--- config.mk ---
export PLATFORM = sky130hd
export DESIGN_NAME = led_channel_arbiter
export DESIGN_NICKNAME = d
export VERILOG_FILES = /design/src/rtl/led_channel_arbiter.sv
export SDC_FILE = /design/constraint.sdc
export NUM_CORES = 1
export LEC_CHECK = 0
export ABC_AREA = 1
export BUFFER_PORTS_ARGS = -buffer_cell sky130_fd_sc_hd__buf_2
export CORE_AREA = 2 2 53 55
export CTS_CLUSTER_SIZE = 10
export DETAILED_ROUTE_END_ITERATION = 10
export DIE_AREA = 0 0 55 57
export PLACE_DENSITY = 0.92
export SYNTH_ARGS = -nofsm -noshare
export SYNTH_HDL_FRONTEND = slang
export SYNTH_SLANG_ARGS = --single-unit
--- constraint.sdc ---
create_clock -name clock -period 4.14 [get_ports clock]
set_input_delay 0.414 -clock clock [delete_from_list [all_inputs] [get_ports clock]]
set_output_delay 0.414 -clock clock [all_outputs]
set_load 0.03 [all_outputs]
--- src/rtl/led_channel_arbiter.sv ---
// Round-robin arbiter sharing one delayed-latch LED channel between two requesters.
// Latches the winner's byte, strobes begin, tracks channel busy and acks the winner.
module led_channel_arbiter #(
  parameter int unsigned TIMEOUT = 16,
  parameter int unsigned CNT_W   = 8
) (
  input  logic       clock,
  input  logic       reset_n,
  input  logic [1:0] req,
  input  logic [7:0] req_data0,
  input  logic [7:0] req_data1,
  output logic [1:0] ack,
  output logic [1:0] grant,
  output logic [7:0] led_data,
  output logic       led_begin,
  input  logic [7:0] led_state,
  output logic       err
);

  localparam logic [CNT_W-1:0] TimeoutCnt = CNT_W'(TIMEOUT);
  localparam logic [CNT_W-1:0] CntOne     = CNT_W'(1);

  typedef enum logic [2:0] {
    StIdle,
    StIssue,
    StWaitBusy,
    StWaitDone,
    StDone
  } state_e;

  state_e           state_q, state_d;
  logic [CNT_W-1:0] cnt_q, cnt_d;
  logic [CNT_W-1:0] cnt_inc;
  logic             owner_q, owner_d;  // index of the requester being served
  logic             last_q, last_d;    // index of the last requester served
  logic [1:0]       ack_q, ack_d;
  logic [1:0]       grant_q, grant_d;
  logic [7:0]       led_data_q, led_data_d;
  logic             led_begin_q, led_begin_d;
  logic             err_q, err_d;
  logic             busy;
  logic             win;
  logic             unused_state;

  assign busy         = led_state[0];
  assign unused_state = ^led_state[7:1];
  assign cnt_inc      = cnt_q + CntOne;

  always_ff @(posedge clock or negedge reset_n) begin
    if (!reset_n) begin
      state_q     <= StIdle;
      cnt_q       <= '0;
      owner_q     <= 1'b0;
      last_q      <= 1'b1;
      ack_q       <= 2'b00;
      grant_q     <= 2'b00;
      led_data_q  <= 8'h00;
      led_begin_q <= 1'b0;
      err_q       <= 1'b0;
    end else begin
      state_q     <= state_d;
      cnt_q       <= cnt_d;
      owner_q     <= owner_d;
      last_q      <= last_d;
      ack_q       <= ack_d;
      grant_q     <= grant_d;
      led_data_q  <= led_data_d;
      led_begin_q <= led_begin_d;
      err_q       <= err_d;
    end
  end

  always_comb begin
    state_d     = state_q;
    cnt_d       = cnt_q;
    owner_d     = owner_q;
    last_d      = last_q;
    ack_d       = 2'b00;
    grant_d     = grant_q;
    led_data_d  = led_data_q;
    led_begin_d = 1'b0;
    err_d       = err_q;
    win         = 1'b0;

    unique case (state_q)
      StIdle: begin
        if (req != 2'b00) begin
          // On a tie the requester not served last wins.
          win         = (req == 2'b11) ? ~last_q : req[1];
          owner_d     = win;
          grant_d     = win ? 2'b10 : 2'b01;
          led_data_d  = win ? req_data1 : req_data0;
          led_begin_d = 1'b1;
          state_d     = StIssue;
        end
      end
      StIssue: begin
        cnt_d   = '0;
        state_d = StWaitBusy;
      end
      StWaitBusy: begin
        if (busy) begin
          state_d = StWaitDone;
        end else begin
          cnt_d = cnt_inc;
          if (cnt_inc == TimeoutCnt) begin
            err_d   = 1'b1;
            ack_d   = owner_q ? 2'b10 : 2'b01;
            grant_d = 2'b00;
            last_d  = owner_q;
            state_d = StDone;
          end
        end
      end
      StWaitDone: begin
        if (!busy) begin
          ack_d   = owner_q ? 2'b10 : 2'b01;
          grant_d = 2'b00;
          last_d  = owner_q;
          state_d = StDone;
        end
      end
      StDone: begin
        state_d = StIdle;
      end
      default: begin
        state_d = StIdle;
      end
    endcase
  end

  assign ack       = ack_q;
  assign grant     = grant_q;
  assign led_data  = led_data_q;
  assign led_begin = led_begin_q;
  assign err       = err_q;

endmodule

==> reports/metrics.yaml <==
global_routing:
  grt_start_max_net_pins: 28
  grt_remaining_overflow: 0
  gr-usage-all-layers_pct: 19.1
  number_of_global_route_vias_before_repair: 1123
  grt_first_pass_wirelength_um: 4440
  grt_antenna_before_repair: 0
cells_and_area:
  area_growth_pct: 16.6
  final_nets: 237
  post_route_cells_drive_above_1_share_pct: 25.2
  post_layout_nonfiller_instances: 237
  antennaDiodeCount: 0
die:
  die_area_um2: 3140
  chipHeight_um: 57
  std_cell_rows: 19
  floorplan.initialDensity_pct: 51.4
  floorplan.die.width_um: 55
  boundaryPins: 42
  core_um2: 2620
worst_setup_path:
  worstSetupPathType: "reg2reg"
  worst-path-max-fanout: 11
  cp-endpoint: "led_data[0]"
  rrSetupSlack_ns: 2.44
  critPathLaunchType: "flop"
  end_of_the_worst_register_to_register_path: "led_data[0]"
  rr_worst_depth: 5
  timing.rr.start: "state_q[1]"
  worst_setup_path_startpoint: "state_q[1]"
  worst-endpoint-required_ns: 4.39
  critPathCaptureType: "flop"
  timing.critical_path.arrival_ns: 1.95
sta:
  fin_crit_ns: 1.70
  tightestPinTransition_ns: 0.759
  relSlewSlack_pct: 49.1
  fmaxAchievable_mhz: 590
  slew_viol_final: 0
  setup_total_negative_slack_ns: 0
  final-hold-violation-count: 0
  rsz0062_at_grt: "false"
  finalSetupViolations: 0
  finalCritPeriodShare_pct: 41.0
  fin_worst_skew_ns: 0.0138
power_and_ir_drop:
  clock_power_share_pct: 11.5
  total_power_density_per_cell_area_nw_per_um2: 619
  pwr-share-seq_pct: 42.0
  leakage_power_total_uw: 0.000822
  switching_power_uw: 446
  power.ir.vdd_worst_uv: 435
  power_switching_share_pct: 46.0
  comb_power_share_pct: 46.5
  cell_internal_pwr_uw: 525
clock_network:
  clkTransAtPathRegs_ns: 0.15
  cts_tree: "done"
  cts.repair_timing.setup_buffer_count: 0
  ctsLongestPathBuffers: 2
  clkLatencyLatePin_ns: 0.33
  post_cts_gate_resize_count: 0
  numClockSinks: 27
  cts_root_buf: "clkbuf_4"
  cts_hold_buffers: 0
  htree_levels: 1
  numCtsBuffers: 3
route:
  route.detailed.vias_per_inst: 4.94
  detail_route.iter0.violations: 26
  remaining_drc_errors: 0
  detail-route-antenna-nets: 0
  drt_pass1_iterations: 6
  vias_after_detailed_routing: 1171
  post_drt_wl_per_cell_um: 10.9
  route.final.wire_length_um: 2570
logic_synthesis:
  cell_type_contributing_the_most_total_cell_area_after_synthesis: "dfrtp_1"
  postSynthAreaPerCell_um2: 7.87
  synth-edff-count: 0
  synthesis.instances: 171
  register_bit_count_reported_by_yosys: 27
  yosysWarnings: 0
  synth.yosys.seq_area_share_pct: 50.3
  synth_flop_cell: "dfrtp_1"
  synthesis.area_um2: 1350
  synth_top_area_cells: "dfrtp_1 (48%), nand2_1 (15%), o21ai_1 (7.4%)"
  synth_cell_types: 23
  synth_fp_nets: 201
  synth_top_cell_area_share_pct: 48.4
  async_flop_share_pct: 100
placed_design:
  global_placer_s_final_weighted_congestion: 0.782
  dpl.cell_count: 233
  place.port_buffers: 34
  hpwl_um: 1980
flow_run:
  max_cap_violations: 0
status:
  status: "finished clean"
min_path:
  worst_hold_path_type: "in2async"
==> power by group through the flow <==
stage	Combinational (uW)	Clock, uW	Sequential (uW)
detailed placement	456	0	411
CTS	457	115	407
global placement	444	0	409
finish	452	111	408
global route	501	126	417
floorplan	232	0	516
==> flip-flops by register name, summed over array words and instances (netlist names) <==
name / cells
last_q: 1
state_q: 3
err: 1
led_begin: 1
owner_q: 1
grant: 2
led_data: 8
ack: 2
cnt_q: 8
==> final cells by class <==
class | instances | area [um^2]
sequential | 27 | 677
inverter | 22 | 82.6
tap | 31 | 38.8
fill | 248 | 1050
clock buffer | 3 | 22.5
timing repair buffer | 34 | 170
clock inverter | 1 | 5.00
multi-input combinational | 119 | 572
==> cell families after synthesis <==
group / share of synthesized area, %
compound gates: 11.5
xor+xnor: 1.21
fa+ha+maj: 1.86
buf+inv: 7.16
flops: 50.3
simple gates: 27.9
==> worst max-delay path, stage by stage (launching register included) <==
cell	delay, ns
dfrtp_1	0.44
nor3_1	0.27
o21ai_1	0.33
inv_1	0.32
o21ai_0	0.13
o21ai_0	0.14
==> per-stage QoR <==
step                      hold slack (ns)  setup WS, ns  instance area (um^2)  power, uW  utilization [%]
after CTS                          0.0772          2.44                  1570        979             60.0
final                              0.0524          2.44                  1570        971             60.0
after global routing                0.102          2.24                  1570       1040             60.0
after global placement              0.448          2.30                  1540        853             58.9
after floorplan                     0.118          2.71                  1350        749                -
after detailed placement            0.446          2.31                  1540        867             58.9
==> placed cells by master, fill, tap and decap left out, drive strengths merged <==
cell and n:
nand2 53, buf 34, dfrtp 26, o21ai 25
inv 22, nor2 19, nand3 9, clkbuf 3
nor3 2, o22ai 2, a21oi 2, ha 2
nand4 2, xor2 1, or2 1, o31ai 1
clkinv 1, dfstp 1
==> synth_stat cells (2+ instances only) <==
cell type,instances
buf_2,2
inv_2,3
ha_1,2
nand3_1,9
inv_1,19
a21oi_1,2
nor2_1,12
o21ai_1,20
nand2_1,52
nor2_2,6
nor3_1,2
o21ai_0,5
o22ai_1,2
dfrtp_1,26
==> worst min path at each step <==
stage | start | to | cells past startpoint
floorplan | reset_n | ack[0] | 0
global placement | reset_n | cnt_q[4] | 1
detailed placement | reset_n | cnt_q[4] | 1
CTS | reset_n | cnt_q[4] | 1
global route | reset_n | cnt_q[4] | 1
finish | reset_n | cnt_q[4] | 1
==> per-layer routing <==
layer	part of all wire, %	vias to the layer above	track usage [%]
li1	-	612	-
met1	46	524	24.6
met2	48	30	31.0
met3	4.8	5	3.93
met4	1.4	0	7.67
met5	0	-	0
No activity file was read; power rests on OpenSTA's default activity.
